$ cat src/rtl/hazard_stall_ctrl.sv
// hazard_stall_ctrl
// Pipeline hazard controller for a 5-stage core. It handles load-use stalls,
// taken-branch flushes and data-cache-miss freezes, and runs a stall watchdog.
// The optional feature macro HAZARD_STATS_EN adds three saturating 16-bit event
// counters: LuCnt_o, FlushCnt_o and MemStallCnt_o.
//
// state    | meaning
// ---------+-----------------------------------------------------------
// RUN      | pipeline advancing; load-use / branch actions may apply
// MEM_WAIT | data cache fill outstanding; stall cycles being counted
module hazard_stall_ctrl #(
  parameter int TIMEOUT_CYC = 255
) (
  input  logic       clk_i,
  input  logic       rst_i,
  input  logic [4:0] ID_Rs1_i,
  input  logic [4:0] ID_Rs2_i,
  input  logic       ID_UsesRs2_i,
  input  logic [4:0] EX_Rd_i,
  input  logic       EX_MemRead_i,
  input  logic       ID_Branch_i,
  input  logic       ID_Taken_i,
  input  logic       MEM_Stall_i,
  output logic       NoOp_o,
  output logic       PCWrite_o,
  output logic       IFIDWrite_o,
  output logic       IFFlush_o,
  output logic       PipeStall_o,
  output logic       StallTimeout_o,
  output logic       State_o
`ifdef HAZARD_STATS_EN
  ,
  output logic [15:0] LuCnt_o,
  output logic [15:0] FlushCnt_o,
  output logic [15:0] MemStallCnt_o
`endif
);

  localparam int CNT_LOG = $clog2(TIMEOUT_CYC + 1);
  localparam int CW      = (CNT_LOG > 8) ? CNT_LOG : 8;
  localparam logic [CW-1:0] CNT_MAX = CW'(TIMEOUT_CYC);

  typedef enum logic {
    RUN      = 1'b0,
    MEM_WAIT = 1'b1
  } state_t;

  state_t        r_state;
  logic [CW-1:0] r_stall_cnt;
  logic          r_timeout;

  logic          w_lu;
  logic          w_noop;
  logic          w_pcwrite;
  logic          w_ifidwrite;
  logic          w_flush;
  logic [CW-1:0] w_cnt_nxt;

  // Load-use detection; x0 is hard-wired zero so it never creates a dependency.
  always_comb begin
    w_lu = EX_MemRead_i && (EX_Rd_i != 5'd0) &&
           ((EX_Rd_i == ID_Rs1_i) || (ID_UsesRs2_i && (EX_Rd_i == ID_Rs2_i)));
  end

  // Hazard actions, priority: memory freeze > load-use bubble > taken-branch flush.
  always_comb begin
    w_noop      = 1'b0;
    w_pcwrite   = 1'b1;
    w_ifidwrite = 1'b1;
    w_flush     = 1'b0;
    if (MEM_Stall_i) begin
      // Registers are frozen; any bubble or flush here would corrupt them.
      w_pcwrite   = 1'b0;
      w_ifidwrite = 1'b0;
    end else if (w_lu) begin
      // A taken branch waiting behind a load-use gets flushed next cycle,
      // once LU has cleared, because ID is held in place.
      w_noop      = 1'b1;
      w_pcwrite   = 1'b0;
      w_ifidwrite = 1'b0;
    end else if (ID_Branch_i && ID_Taken_i) begin
      w_flush = 1'b1;
    end
  end

  // Next stall count: the count equals the number of consecutive stalled
  // cycles, so the entry cycle (still in RUN) counts as the first one.
  always_comb begin
    w_cnt_nxt = '0;
    if (MEM_Stall_i) begin
      if (r_state == RUN) begin
        w_cnt_nxt = (CNT_MAX == '0) ? '0 : CW'(1);
      end else if (r_stall_cnt >= CNT_MAX) begin
        w_cnt_nxt = CNT_MAX;
      end else begin
        w_cnt_nxt = r_stall_cnt + CW'(1);
      end
    end
  end

  // FSM, stall watchdog counter and sticky timeout flag.
  always_ff @(posedge clk_i or posedge rst_i) begin
    if (rst_i) begin
      r_state     <= RUN;
      r_stall_cnt <= '0;
      r_timeout   <= 1'b0;
    end else begin
      case (r_state)
        RUN: begin
          if (MEM_Stall_i) r_state <= MEM_WAIT;
        end
        MEM_WAIT: begin
          if (!MEM_Stall_i) r_state <= RUN;
        end
        default: r_state <= RUN;
      endcase
      r_stall_cnt <= w_cnt_nxt;
      if (MEM_Stall_i && (w_cnt_nxt == CNT_MAX)) r_timeout <= 1'b1;
    end
  end

  assign NoOp_o         = w_noop;
  assign PCWrite_o      = w_pcwrite;
  assign IFIDWrite_o    = w_ifidwrite;
  assign IFFlush_o      = w_flush;
  assign PipeStall_o    = MEM_Stall_i;
  assign StallTimeout_o = r_timeout;
  assign State_o        = r_state;

`ifdef HAZARD_STATS_EN
  logic [15:0] r_lu_cnt;
  logic [15:0] r_flush_cnt;
  logic [15:0] r_mstall_cnt;

  // Saturating event counters for bubbles, flushes and frozen cycles.
  always_ff @(posedge clk_i or posedge rst_i) begin
    if (rst_i) begin
      r_lu_cnt     <= '0;
      r_flush_cnt  <= '0;
      r_mstall_cnt <= '0;
    end else begin
      if (w_noop && (r_lu_cnt != 16'hFFFF))        r_lu_cnt     <= r_lu_cnt + 16'd1;
      if (w_flush && (r_flush_cnt != 16'hFFFF))    r_flush_cnt  <= r_flush_cnt + 16'd1;
      if (MEM_Stall_i && (r_mstall_cnt != 16'hFFFF)) r_mstall_cnt <= r_mstall_cnt + 16'd1;
    end
  end

  assign LuCnt_o       = r_lu_cnt;
  assign FlushCnt_o    = r_flush_cnt;
  assign MemStallCnt_o = r_mstall_cnt;
`endif

endmodule

$ cat config.mk
export PLATFORM = sky130hd
export DESIGN_NAME = hazard_stall_ctrl
export DESIGN_NICKNAME = d
export VERILOG_FILES = /design/src/rtl/hazard_stall_ctrl.sv
export SDC_FILE = /design/constraint.sdc
export NUM_CORES = 1
export LEC_CHECK = 0
export ABC_CLOCK_PERIOD_IN_PS = 3100
export CAP_MARGIN = 15
export CORE_MARGIN = 3
export CORE_UTILIZATION = 30
export DETAILED_ROUTE_END_ITERATION = 8
export PLACE_DENSITY_LB_ADDON = 0.25
export SYNTH_ARGS = -nofsm -noshare
export SYNTH_HDL_FRONTEND = slang
export SYNTH_SLANG_ARGS = --single-unit
$ cat constraint.sdc
create_clock -name clk_i -period 3.1 [get_ports clk_i]
set_clock_uncertainty 0.1 [all_clocks]
set_input_delay 0.93 -clock clk_i [delete_from_list [all_inputs] [get_ports clk_i]]
set_output_delay 0.93 -clock clk_i [all_outputs]
set_load 0.02 [all_outputs]
==> impl_metrics.py <==
metrics = {
    "placement": {
        "hpwl_um": 1570,
        "io_buffers": 28,
        "gp_congestion": 0.742,
        "dp_cells": 142,
    },
    "worst_setup_path": {
        "critPathMaxFanout": 3,
        "r2r_start": "r_stall_cnt[0]",
        "cpPeakStageDelay_ps": 520,
        "r2r_cells": 5,
        "crit_required_ps": 2070,
        "cp_cell_sequence": "buf_6 -> or4_4 -> o21a_4 -> a211oi_2 -> buf_4",
        "critPathCaptureType": "primary output",
        "path_class": "primary input to primary output",
        "r2r-end": "StallTimeout_o",
        "worstPathArrival_ps": 2120,
        "slowest_stage": "or4_4",
        "crit_path_start_kind": "primary input",
        "rrSetupSlack_ps": 1290,
    },
    "final_layout": {
        "final_nets": 142,
        "multi_input_area_um2": 508,
        "final_cell_count_no_fill": 145,
        "layout.cells.most_common": "dfrtp_1",
        "regArea_um2": 250,
        "syn2layout_area_growth_pct": 56.1,
        "nFillCells": 220,
        "antenna_cells": 0,
        "most-common-layout-cells": "dfrtp_1 (10), nand2_1 (8), xnor2_1 (8), clkdlybuf4s50_1 (8), dlygate4sd2_1 (8)",
        "drive_gt1_frac": 0.282,
    },
    "cts": {
        "cts_made_buffers": 3,
        "cts_hold_buf": 0,
        "htreeDepth": 1,
        "clockBufferDepth": 2,
        "tritoncts": "built",
        "clk_pin_slew_ps": 60,
        "cts-root-buf": "clkbuf_4",
        "clock-sinks": 10,
        "clock_latency_ps": 260,
    },
    "global_routing": {
        "grt_usage": 0.134,
        "grt_overflow": 0,
        "grt_pass1_wl_um": 3350,
        "grt_max_degree": 12,
        "antenna_found_initial": 0,
        "grt_pass1_vias": 787,
    },
    "drt": {
        "drc": 0,
        "drtIter0Drc": 13,
        "route.met3.wl_um": 68,
        "wl_met1_um": 727,
        "wl_per_cell_um": 13.9,
        "antenna_left": 0,
        "wl_met2_um": 1150,
        "dr.max_layer_used": "met4",
        "drt_pass1_iterations": 4,
        "routed_wl_um": 2020,
        "num_vias": 750,
        "viasPerCell": 5.17,
    },
    "power_and_ir_drop": {
        "max-vdd-ir-drop_mv": 0.195,
        "p_per_area_nw_per_um2": 270,
        "p_leak_nw": 0.478,
    },
    "hold_path": {
        "hold_path_startpoint": "StallTimeout_o",
        "hold_path_depth": 1,
        "hp-class": "flip-flop to flip-flop",
        "hold_end": "StallTimeout_o",
    },
    "floorplanning": {
        "die_area_um2": 3080,
        "coreArea_um2": 2280,
        "fp.dieH_um": 55.5,
        "ios": 29,
        "start_util": 0.323,
        "die_w_um": 55.5,
        "rows": 17,
    },
    "sta": {
        "tightest_slew_ps": 365,
        "slew_violations": 0,
        "tns_ps": -49.1,
        "rsz0062_at_grt": "true",
        "relSlewSlack": 0.756,
        "fmax_mhz": 318,
        "hold_viol_final": 0,
        "setup_viol_count_final": 1,
        "period_share": 1.02,
        "fin_ws_ps": -49.1,
        "min_period_ps": 3150,
    },
    "run": {
        "drv_cap": 0,
    },
    "status": {
        "status": "complete, but fails checks",
        "violations": "negative setup slack",
    },
    "yosys": {
        "yosysSeqAreaShare": 0.340,
        "netlist_instances": 83,
        "ys_warn_count": 0,
        "avgSynthCellArea_um2": 8.86,
        "syn_area_um2": 736,
        "synth_seq_cells": 10,
        "synth.distinct_cells": 30,
        "syn_nets": 106,
    },
}
==> layout make-up <==
cell class                      count  area share
Clock buffer                        3      0.0196
Inverter                            3     0.00980
Multi-Input combinational cell     66       0.442
Sequential cell                    10       0.218
Tap cell                           28      0.0305
Timing Repair Buffer               35       0.280
==> registers in the layout (all words and copies together), names as in the netlist <==
| name | count |
|---|---|
| StallTimeout_o | 1 |
| State_o | 1 |
| r_stall_cnt | 8 |
==> synthesized netlist by cell type <==
cell type | number | area share
xnor2_1 | 12 | 0.14
dfrtp_1 | 10 | 0.34
nand2_1 | 8 | 0.041
nor2_1 | 7 | 0.036
a21oi_1 | 5 | 0.034
nand3_1 | 5 | 0.034
a31oi_1 | 3 | 0.026
inv_1 | 3 | 0.015
nand4_1 | 3 | 0.026
a211oi_2 | 2 | 0.034
buf_4 | 2 | 0.020
buf_6 | 2 | 0.031
nor3_1 | 2 | 0.014
o21a_1 | 2 | 0.020
o22ai_1 | 2 | 0.017
a211oi_1 | 1 | 0.010
a31o_1 | 1 | 0.012
a32o_2 | 1 | 0.015
and3_1 | 1 | 0.0085
and3_2 | 1 | 0.010
and3_4 | 1 | 0.015
ha_1 | 1 | 0.017
nand3b_1 | 1 | 0.010
nor4bb_1 | 1 | 0.014
o21ai_0 | 1 | 0.0068
o2bb2ai_1 | 1 | 0.012
or2_1 | 1 | 0.0085
or3_1 | 1 | 0.0085
or4_1 | 1 | 0.010
xor2_1 | 1 | 0.012
==> what timing repair did <==
| item | in CTS | in global routing |
|---|---|---|
| setup endpoints to repair | 5 | 4 |
| pin swaps | 16 | 13 |
| setup buffers | 0 | 0 |
| gates resized for setup | 51 | 16 |
| endpoints found under the hold margin | 0 | 0 |
==> worst max path at each step <==
stage,start,to,slack [ps],depth (start not counted)
2_1_floorplan,EX_Rd_i[1],PCWrite_o,20,4
3_3_place_gp,EX_Rd_i[1],IFFlush_o,-850,5
3_5_place_dp,EX_Rd_i[1],IFFlush_o,-890,5
4_1_cts,EX_Rd_i[3],IFFlush_o,-130,5
5_1_grt,EX_Rd_i[2],IFFlush_o,-80,5
6_report,EX_Rd_i[2],IFFlush_o,-50,5
==> cell families after synthesis <==
kind of cell    share of synthesized area
simple gates                        0.235
compound gates                      0.187
xor+xnor                            0.155
flops                               0.340
buf+inv                            0.0663
fa+ha+maj                          0.0170
==> power by group <==
part | internal (mW) | total, mW | switching, mW
logic | 0.0502 | 0.0889 | 0.0387
clock network | 0.0446 | 0.0848 | 0.0402
registers | 0.133 | 0.137 | 0.00360
total | 0.228 | 0.310 | 0.0825
==> per-stage QoR <==
step | util | setup slack (ps) | total power, mW | hold slack [ps] | cell area [um2]
global placement | 0.473 | -850 | 0.219 | 355 | 1080
global route | 0.505 | -83.6 | 0.325 | 402 | 1150
CTS | 0.479 | -128 | 0.306 | 380 | 1090
floorplan | - | 20.6 | 0.172 | 395 | 747
detailed placement | 0.473 | -893 | 0.222 | 363 | 1080
finish | 0.505 | -49.1 | 0.310 | 381 | 1150
==> critical path: cells and delay by family <==
family | cells | cell delay (ps)
compound gates | 2 | 410
buf+inv | 2 | 260
simple gates | 1 | 520
==> metal layers <==
metal  vias up  global-route usage
met3         9              0.0187
li1        367                   -
met4         0              0.0729
met5         -                   0
met2        23               0.248
met1       351               0.144
(Power assumes the default switching activity.)
